[config.mk]
export PLATFORM = sky130hd
export DESIGN_NAME = mu_afespi
export DESIGN_NICKNAME = d
export VERILOG_FILES = /design/src/rtl/mu_afespi.sv
export SDC_FILE = /design/constraint.sdc
export NUM_CORES = 1
export LEC_CHECK = 0
export ABC_AREA = 1
export CAP_MARGIN = 20
export CORE_MARGIN = 5
export CORE_UTILIZATION = 46
export CTS_BUF_LIST = sky130_fd_sc_hd__clkbuf_8
export CTS_CLUSTER_SIZE = 24
export DETAILED_ROUTE_END_ITERATION = 6
export GPL_TIMING_DRIVEN = 0
export PLACE_DENSITY = 0.67
export SLEW_MARGIN = 20
export SYNTH_ARGS = -nofsm -noshare
export SYNTH_HDL_FRONTEND = slang
export SYNTH_SLANG_ARGS = --single-unit
[constraint.sdc]
create_clock -name clk -period 3.5 [get_ports clk]
set_clock_uncertainty 0.1 [all_clocks]
set_input_delay 0.7 -clock clk [delete_from_list [all_inputs] [get_ports clk]]
set_output_delay 0.7 -clock clk [all_outputs]
set_load 0.005 [all_outputs]
[src/rtl/mu_afespi.sv]
// mu_afespi: APB3-programmed serial loader for the AD9990 analog front end.
// Queued 32-bit words are shifted out LSB-first, one frame per word.
module mu_afespi #(
  parameter int FIFO_DEPTH = 4,
  parameter int DIVW       = 8
) (
  input  logic        clk,
  input  logic        rst,
  input  logic        s_apb_psel,
  input  logic        s_apb_penable,
  input  logic        s_apb_pwrite,
  input  logic [31:0] s_apb_paddr,
  input  logic [31:0] s_apb_pwdata,
  output logic [31:0] s_apb_prdata,
  output logic        s_apb_pready,
  output logic        afe_sck,
  output logic        afe_sl,
  output logic        afe_sdata
);
  // state  | meaning
  // IDLE   | link quiet; waits for EN and a queued word
  // SETUP  | frame open (sl low), bit0 presented ahead of the first sck rise
  // SHIFT  | 32 sck periods; r_hi selects the high or low half
  // HOLD   | sl released for one half-period before returning to IDLE
  typedef enum logic [1:0] {S_IDLE, S_SETUP, S_SHIFT, S_HOLD} state_t;

  localparam int PW = $clog2(FIFO_DEPTH);
  localparam int LW = PW + 1;

  state_t          r_state, w_state_nxt;
  logic [DIVW-1:0] r_cnt, w_cnt_nxt;
  logic [DIVW-1:0] r_h, w_h_nxt;
  logic [4:0]      r_bit, w_bit_nxt;
  logic            r_hi, w_hi_nxt;
  logic [31:0]     r_shreg, w_shreg_nxt;
  logic            r_sl, r_sck, r_sdata;
  logic            w_sl_nxt, w_sck_nxt, w_sdata_nxt;

  logic [31:0]     r_mem [FIFO_DEPTH];
  logic [PW-1:0]   r_wr_ptr, r_rd_ptr;
  logic [LW-1:0]   r_level;
  logic            r_ovf, r_en;
  logic [DIVW-1:0] r_clkdiv;

  logic            w_wr, w_push, w_pop, w_full, w_empty, w_busy, w_tc;
  logic [1:0]      w_sel;
  logic [4:0]      w_level5;
  logic            w_unused_paddr;

  assign w_sel          = s_apb_paddr[3:2];
  assign w_unused_paddr = ^{s_apb_paddr[31:4], s_apb_paddr[1:0]};
  assign w_wr           = s_apb_psel & s_apb_penable & s_apb_pwrite & ~rst;
  assign w_full         = (r_level == LW'(FIFO_DEPTH));
  assign w_empty        = (r_level == '0);
  // fullness is judged on the pre-pop level, so a push racing a pop is still dropped
  assign w_push         = w_wr && (w_sel == 2'd0) && !w_full;
  assign w_busy         = (r_state != S_IDLE);
  assign w_tc           = (r_cnt == '0);
  assign w_level5       = 5'(r_level);

  assign s_apb_pready = 1'b1;
  assign afe_sck      = r_sck;
  assign afe_sl       = r_sl;
  assign afe_sdata    = r_sdata;

  always_comb begin
    s_apb_prdata = '0;
    case (w_sel)
      2'd1:    s_apb_prdata = {23'd0, w_level5, r_ovf, w_full, w_empty, w_busy};
      2'd2:    s_apb_prdata[DIVW-1:0] = r_clkdiv;
      2'd3:    s_apb_prdata[0] = r_en;
      default: s_apb_prdata = '0;
    endcase
  end

  always_ff @(posedge clk) begin
    if (rst) begin
      r_en     <= 1'b0;
      r_clkdiv <= DIVW'(4);
    end else if (w_wr) begin
      if (w_sel == 2'd2) r_clkdiv <= s_apb_pwdata[DIVW-1:0];
      if (w_sel == 2'd3) r_en <= s_apb_pwdata[0];
    end
  end

  always_ff @(posedge clk) begin
    if (w_push) r_mem[r_wr_ptr] <= s_apb_pwdata;
  end

  always_ff @(posedge clk) begin
    if (rst) begin
      r_wr_ptr <= '0;
      r_rd_ptr <= '0;
      r_level  <= '0;
      r_ovf    <= 1'b0;
    end else begin
      if (w_push) r_wr_ptr <= r_wr_ptr + PW'(1);
      if (w_pop)  r_rd_ptr <= r_rd_ptr + PW'(1);
      if (w_push && !w_pop)      r_level <= r_level + LW'(1);
      else if (!w_push && w_pop) r_level <= r_level - LW'(1);
      if (w_wr && (w_sel == 2'd0) && w_full)              r_ovf <= 1'b1;
      else if (w_wr && (w_sel == 2'd1) && s_apb_pwdata[3]) r_ovf <= 1'b0;
    end
  end

  always_ff @(posedge clk) begin
    if (rst) begin
      r_state <= S_IDLE;
      r_cnt   <= '0;
      r_h     <= '0;
      r_bit   <= '0;
      r_hi    <= 1'b0;
      r_shreg <= '0;
      r_sl    <= 1'b1;
      r_sck   <= 1'b0;
      r_sdata <= 1'b0;
    end else begin
      r_state <= w_state_nxt;
      r_cnt   <= w_cnt_nxt;
      r_h     <= w_h_nxt;
      r_bit   <= w_bit_nxt;
      r_hi    <= w_hi_nxt;
      r_shreg <= w_shreg_nxt;
      r_sl    <= w_sl_nxt;
      r_sck   <= w_sck_nxt;
      r_sdata <= w_sdata_nxt;
    end
  end

  always_comb begin
    w_state_nxt = r_state;
    w_cnt_nxt   = r_cnt;
    w_h_nxt     = r_h;
    w_bit_nxt   = r_bit;
    w_hi_nxt    = r_hi;
    w_shreg_nxt = r_shreg;
    w_pop       = 1'b0;
    case (r_state)
      S_IDLE: begin
        if (r_en && !w_empty) begin
          w_pop       = 1'b1;
          w_shreg_nxt = r_mem[r_rd_ptr];
          w_h_nxt     = r_clkdiv;
          w_cnt_nxt   = r_clkdiv;
          w_state_nxt = S_SETUP;
        end
      end
      S_SETUP: begin
        if (w_tc) begin
          w_state_nxt = S_SHIFT;
          w_hi_nxt    = 1'b1;
          w_bit_nxt   = '0;
          w_cnt_nxt   = r_h;
        end else begin
          w_cnt_nxt = r_cnt - DIVW'(1);
        end
      end
      S_SHIFT: begin
        if (!w_tc) begin
          w_cnt_nxt = r_cnt - DIVW'(1);
        end else if (r_hi) begin
          // next bit appears with the falling sck edge; the last bit stays put
          w_hi_nxt  = 1'b0;
          w_cnt_nxt = r_h;
          if (r_bit != 5'd31) w_shreg_nxt = {1'b0, r_shreg[31:1]};
        end else if (r_bit == 5'd31) begin
          w_state_nxt = S_HOLD;
          w_cnt_nxt   = r_h;
        end else begin
          w_bit_nxt = r_bit + 5'd1;
          w_hi_nxt  = 1'b1;
          w_cnt_nxt = r_h;
        end
      end
      S_HOLD: begin
        if (w_tc) w_state_nxt = S_IDLE;
        else      w_cnt_nxt = r_cnt - DIVW'(1);
      end
      default: w_state_nxt = S_IDLE;
    endcase
  end

  always_comb begin
    w_sl_nxt    = 1'b1;
    w_sck_nxt   = 1'b0;
    w_sdata_nxt = 1'b0;
    if (w_state_nxt == S_SETUP || w_state_nxt == S_SHIFT) begin
      w_sl_nxt    = 1'b0;
      w_sdata_nxt = w_shreg_nxt[0];
      w_sck_nxt   = (w_state_nxt == S_SHIFT) && w_hi_nxt;
    end
  end

endmodule
Word level (Yosys, flattened, before mapping)

Memories as Yosys holds them, arrays and structs flattened. A register that Yosys moved wholly into a read port is not among the register bits.
Cells that the tools add are included.

Logic and storage cells: 117
Register bits: 76
Bits in latches: 0
Bits in writable memories: 128
Memories kept: 1
Memory bits (read-only): 0

Memories:

| name  | words | bits a word | read ports | clocked after memory_dff | write ports | line | source |
|---|---|---|---|---|---|---|---|
| r_mem | 4     | 32          | 1          | 1                        | 1           | 39   | `logic [31:0] r_mem [FIFO_DEPTH];` |

Div/mod/pow operators: 0
Add/sub/neg operators: 6
Shift-type cells: 0
Equality and inequality tests: 19
Order comparisons: 0
Bitwise operators: 5
Multiply operators: 0
Reductions and logical operators: 31
Muxes and demuxes: 39

Operators with widths:

| operator                                         | number |
|---|---|
| two-way mux 32 bit                               | 4 |
| one-hot mux 32 bit (2 select lines)              | 1 |
| two-way mux 8 bit                                | 3 |
| one-hot mux 8 bit (3 select lines)               | 1 |
| two-way mux 5 bit                                | 4 |
| two-way mux 2 bit                                | 8 |
| inequality test 2 bit, second input constant     | 8 |
| one-hot mux 7 bit (2 select lines)               | 1 |
| two-way mux 1 bit                                | 11 |
| == test 2 bit, second input constant             | 5 |
| one-hot mux 5 bit (2 select lines)               | 1 |
| AND reduction 5 bit                              | 2 |
| nonzero test 2 bit                               | 5 |
| logical AND 1 bit                                | 9 |
| zero test 8 bit                                  | 1 |
| one-hot mux 2 bit (4 select lines)               | 1 |
| AND reduction 2 bit                              | 4 |
| subtractor 8 x 1 -> 8 bit, second input constant | 1 |
| == test 2 x 1 -> 1 bit, second input constant    | 3 |
| two-way mux 3 bit                                | 2 |
| adder 5 x 1 -> 5 bit, second input constant      | 1 |
| == test 5 bit, second input constant             | 1 |
| inequality test 5 bit, second input constant     | 1 |
| adder 2 x 1 -> 2 bit, second input constant      | 2 |
| 12 further kinds                                 | 20 |

Longest topological paths before layout

Depth after elaboration: 9
Gate-level depth with buffers: 14

Least setup slack after synthesis

OpenSTA, ideal clock, no wires.

Path type: input port to flip-flop
Start point: input port rst
End point: memory r_mem[0][0] (enable)
Stages on the path: 7
Arrival: 2.777 ns
Library setup time: 0.421 ns
Required time: 2.979 ns
Setup slack: 0.201 ns
Cells stage by stage: inv_2 > nand4_1 > inv_2 > nand2_1 > or2_0 > clkbuf_1 > nor2_1

Word-level cells in the longest chain between the ends: 6

Ends and longest elaborated chain:

| item                                    | line | source |
|---|---|---|
| start: declaration                      | 8    | `input logic rst,` |
| NOT 1 bit                               | 52   | `assign w_wr = s_apb_psel & s_apb_penable & s_apb_pwrite & ~rst;` |
| bitwise AND 1 bit                       | 52   |  |
| logical AND 1 bit (2 in a row)          | 56   | `assign w_push = w_wr && (w_sel == 2'd0) && !w_full;` |
| two-way mux 1 bit                       | 87   | `if (w_push) r_mem[r_wr_ptr] <= s_apb_pwdata;` |
| two-way mux 1 bit (implied by the code) | 87   |  |
| end: declaration                        | 39   |  |

Every way passes these cells.

Final worst setup path

Start point: input port s_apb_paddr[3]
End point: output port s_apb_prdata[1]

Word-level cells in the longest chain between the ends: 2
Elaborated cells on any way between the ends: 3
Classes of those cells: eq/ne: 2; mux: 1

Ends and longest elaborated chain:

| item                                                    | line | source |
|---|---|---|
| start: declaration                                      | 12   | `input logic [31:0] s_apb_paddr,` |
| == test 2 bit or == test 2 x 1 -> 1 bit (tied branches) | 68   | `case (w_sel)` |
| one-hot mux 7 bit (2 select lines) *                    | 68   |  |
| end: declaration                                        | 14   | `output logic [31:0] s_apb_prdata,` |

Mark *: on every way between the ends. The rest lies on a longest branch, timed or not.

==> results.md <==
- After detailed routing, the total wire length is 20.9 mm.
- The count of cell types in the netlist is 34.
- The via count of the first global-routing pass is 6,616.
- The number of DRC violations after detailed-routing iteration 0 is 553.
- TritonCTS built the clock tree.
- Entering global routing, the biggest net connects 23 pins.
- Setup violations remaining at the end of the flow were counted as 0.
- The share of the clock period used by the worst path is 0.955.
- The first-pass detailed-route iteration total is 5.
- The worst vdd rail ir drop is 0.279 mV.
- The weighted congestion reported at the end of routability-driven placement is 0.847.
- The met3 usage is 0.0350.
- The signed area change from the synthesized netlist to the final layout is 18.6%.
- The net count reported at finish is 1,222.
- After filler insertion, the fill cell instance count of the layout stands at 1,777.
- The launch instance of the worst min-delay path is r_h[0].
- The sort of element at the start of the critical path is an input port.
- The count of endpoints failing hold in the final timing report came to 0.
- By startpoint and endpoint, the worst setup path is classified as input port to output port.
- The clock drives 206 sinks.
- The met2 track demand over resource in global routing is 0.299.
- The initial antenna violation count is 0.
- The synthesized netlist occupies a cell area of 9200 µm².
- After layout, the design draws a total of 4790 µW.
- The number of gates resized after cts is 0.
- Once layout is complete, the cells apart from fillers number 1,426.
- In this run the mean area of a mapped cell was 9.00 µm².
- The tightest hold path in the finished design has a slack of 0.356 ns.
- The synthesized design contains 128 enable-type register cells.
- Of the synthesized area, sequential elements account for 0.587.
- Input and output buffers added on the ports amount to 49.
- The later pin in the worst-skew pair is clocked with a latency of 0.52 ns.
- In the routed layout, each cell is associated on average with a via count of 4.90.
- The number of diodes added for antenna fixing is 0.
- Along the worst path, the maximum fanout reaches 8.
- In the synthesized netlist the dominant register cell turns out to be sky130_fd_sc_hd__edfxtp_1.
- The number of slew-limit violations in the final report is 0.
- The fraction of final layout cells sized beyond drive strength 1 is 0.0999.
- The placement row count is 51.
- The hold buffer count at cts is 0.
- The initial utilization of the core area, before any placement, comes to 0.470.
- STA puts the critical path data required time at 2.70 ns.
- The number of nets with antenna violations after routing is 0.
- The wire length of the first global-routing pass is 33.5 mm.
- The endpoint type of the worst setup path is an output port.
- Across the whole layout, storage elements account for 5410 µm².
- Detailed placement ended at an HPWL of 14.1 mm.
- The synthesized-area fraction occupied by ao, oa, aoi and oai cells is 0.113.
- Synthesis inferred 206 register bits.
- The area used by multi-input combinational logic is 3150 µm².
- The global-route total usage across every layer is 0.188.
- Setup repair after global routing left no endpoint under its margin.
- The number of setup buffers added after CTS is 0.
- The timing startpoint of the critical path is s_apb_paddr[3].
- The total via count in the routed design is 6,981.
- The die covers 22,900 µm².
- After detailed routing, the number of remaining DRC violations is 0.
- Once placement completed, the tool counted placed cells totaling 1,364.
- The dominant combinational cell family by area after synthesis is simple AND/OR/NAND/NOR gates.
- From left edge to right edge, the die measures 151 µm.
- Of the total synthesized cell area, the portion taken by XOR and XNOR cells is 0.000952.
- The standard cell core area is 19,600 µm².
- The leftover overflow at the end of global routing is 0.
- For the pin with the worst max-slew slack, the measured transition is 0.758 ns.
- Of the total synthesized cell area, the portion taken by AND, OR, NAND and NOR gates is 0.188.
- Summed over all cells, the static leakage comes to 0.00402 µW.
- The met1 usage is 0.261.
- Synthesis produced 1,023 cells.
- met2 is the most crowded layer.
- Across the run, the number of max-cap violations was 0.
- In this run the number of H-tree levels came out at 2.
- The cell sitting at the root of the clock tree is a sky130_fd_sc_hd__clkbuf_8.
- The number of buffers created by CTS is 35.
- The power per unit of standard cell area is 439 nW/µm².
- The min-delay analysis places its worst path in the category flop to flop.
- Derived from the worst setup path, the maximum achievable clock frequency is 299 MHz.
- The run finished with clean final reports.
- The post-layout minimum cycle time is 3.34 ns.
- The multiplexer share of the synthesized area is 0.
- 105 I/O pins were placed.
- The worst pin sits at a relative slew slack of 0.493.
- The buffer levels on the longest clock path is 3.
- The area share of fa/ha/maj cells after synthesis is 0.0266.
- The worst endpoint data arrival time is 2.54 ns.
- In this run the critical register-to-register path is launched from r_state[1].
- The Yosys warning count is 0.
- The die is 151 µm tall.
- Clock-pin slew was measured on the worst setup and hold paths at 0.05 ns.
- The share of synthesized registers carrying an async set or reset is 0.
- The per-cell routed wire length is 14.7 µm.
[sequential cells by signal (all words and copies together), names as in the netlist, named ones only]
name and cells:
r_hi 1, r_clkdiv 8, r_level 3, r_h 8, r_bit 5, r_rd_ptr 2, r_mem 128, r_shreg 32
r_cnt 8, r_ovf 1, r_state 2, r_en 1, r_wr_ptr 2, afe_sdata 1, afe_sck 1, afe_sl 1
[final cells by class]
class,count,area share
Buffer,71,0.0388
Inverter,89,0.0307
Timing Repair Buffer,53,0.0543
Multi-Input combinational cell,678,0.288
Tap cell,265,0.0304
Clock buffer,36,0.0454
Clock inverter,28,0.0166
Sequential cell,206,0.495
[through the flow]
stage / area (µm²) / setup TNS [ns] / setup slack [ns] / util
2_1_floorplan: 9290 / 0 / 0.201 / -
3_3_place_gp: 10100 / -217.41 / -1.80 / 0.516
3_5_place_dp: 10200 / -2.66 / -0.199 / 0.523
4_1_cts: 10900 / 0 / 0.126 / 0.557
5_1_grt: 10900 / 0 / 0.0313 / 0.557
6_report: 10900 / 0 / 0.157 / 0.557
[synth_stat cells (all sizes together) (2+ instances only)]
library cell | number | area, µm²
a21oi | 73 | 373
buf | 43 | 318
clkbuf | 30 | 113
conb | 2 | 7.51
dfxtp | 78 | 1560
edfxtp | 128 | 3840
ha | 18 | 225
inv | 88 | 330
nand2 | 120 | 468
nand3 | 28 | 145
nand4 | 2 | 12.5
nor2 | 247 | 932
nor3 | 31 | 155
o21ai | 126 | 646
or2 | 3 | 18.8
[final timing paths]
path / endpoint / slack, ns / cells past startpoint
setup / recovery: s_apb_prdata[1] / 0.16 / 7
hold / removal: r_h[0] / 0.36 / 2
setup reg to reg: r_level[2] / 0.48 / 12
hold reg to reg: r_h[0] / 0.36 / 2
[report_power, final]
group | total (µW) | internal [µW] | switching [µW]
Clock | 2060 | 1120 | 942
Combinational | 145 | 71.0 | 74.0
Sequential | 2580 | 2580 | 3.19
Total | 4790 | 3770 | 1020
[worst max-delay path, cell delays in order]
cell	delay, ns
sky130_fd_sc_hd__clkdlybuf4s50_1	0.44
sky130_fd_sc_hd__inv_1	0.12
sky130_fd_sc_hd__ha_1	0.15
sky130_fd_sc_hd__clkbuf_1	0.29
sky130_fd_sc_hd__nand3_1	0.12
sky130_fd_sc_hd__a21oi_1	0.18
sky130_fd_sc_hd__clkdlybuf4s50_1	0.54
[layer usage]
metal / routed length, µm / share of wire
met5: 0 / 0
met4: 472 / 0.023
met3: 1480 / 0.071
met2: 9420 / 0.45
met1: 9570 / 0.46
[cells by family after synthesis]
group | count (synthesis)
other | 2
flip-flops | 206
AO/OA/AOI/OAI | 202
buffers and inverters | 162
AND/OR/NAND/NOR | 431
adder cells (fa/ha/maj) | 19
XOR/XNOR | 1
[cells in the final DEF, fill, tap and decap left out, types with 3 or more instances in the layout]
master,synthesis,layout
sky130_fd_sc_hd__nor2_4,0,4
sky130_fd_sc_hd__ha_1,18,18
sky130_fd_sc_hd__clkbuf_1,30,29
sky130_fd_sc_hd__a21oi_1,71,71
sky130_fd_sc_hd__inv_2,5,5
sky130_fd_sc_hd__conb_1,2,25
sky130_fd_sc_hd__nor3_1,31,31
sky130_fd_sc_hd__dfxtp_1,78,78
sky130_fd_sc_hd__clkbuf_8,0,36
sky130_fd_sc_hd__edfxtp_1,128,128
sky130_fd_sc_hd__nand2_2,4,4
sky130_fd_sc_hd__clkinv_1,0,8
sky130_fd_sc_hd__inv_1,83,92
sky130_fd_sc_hd__o21ai_0,93,93
sky130_fd_sc_hd__buf_2,8,8
sky130_fd_sc_hd__nand2_1,115,115
sky130_fd_sc_hd__nor2_1,245,241
sky130_fd_sc_hd__buf_16,0,3
sky130_fd_sc_hd__buf_4,27,27
sky130_fd_sc_hd__o21ai_1,31,31
sky130_fd_sc_hd__buf_6,6,6
sky130_fd_sc_hd__clkdlybuf4s50_1,0,49
sky130_fd_sc_hd__nand3_1,27,27
sky130_fd_sc_hd__clkinv_2,1,6
Note: power is estimated with default switching activity, not from simulation.
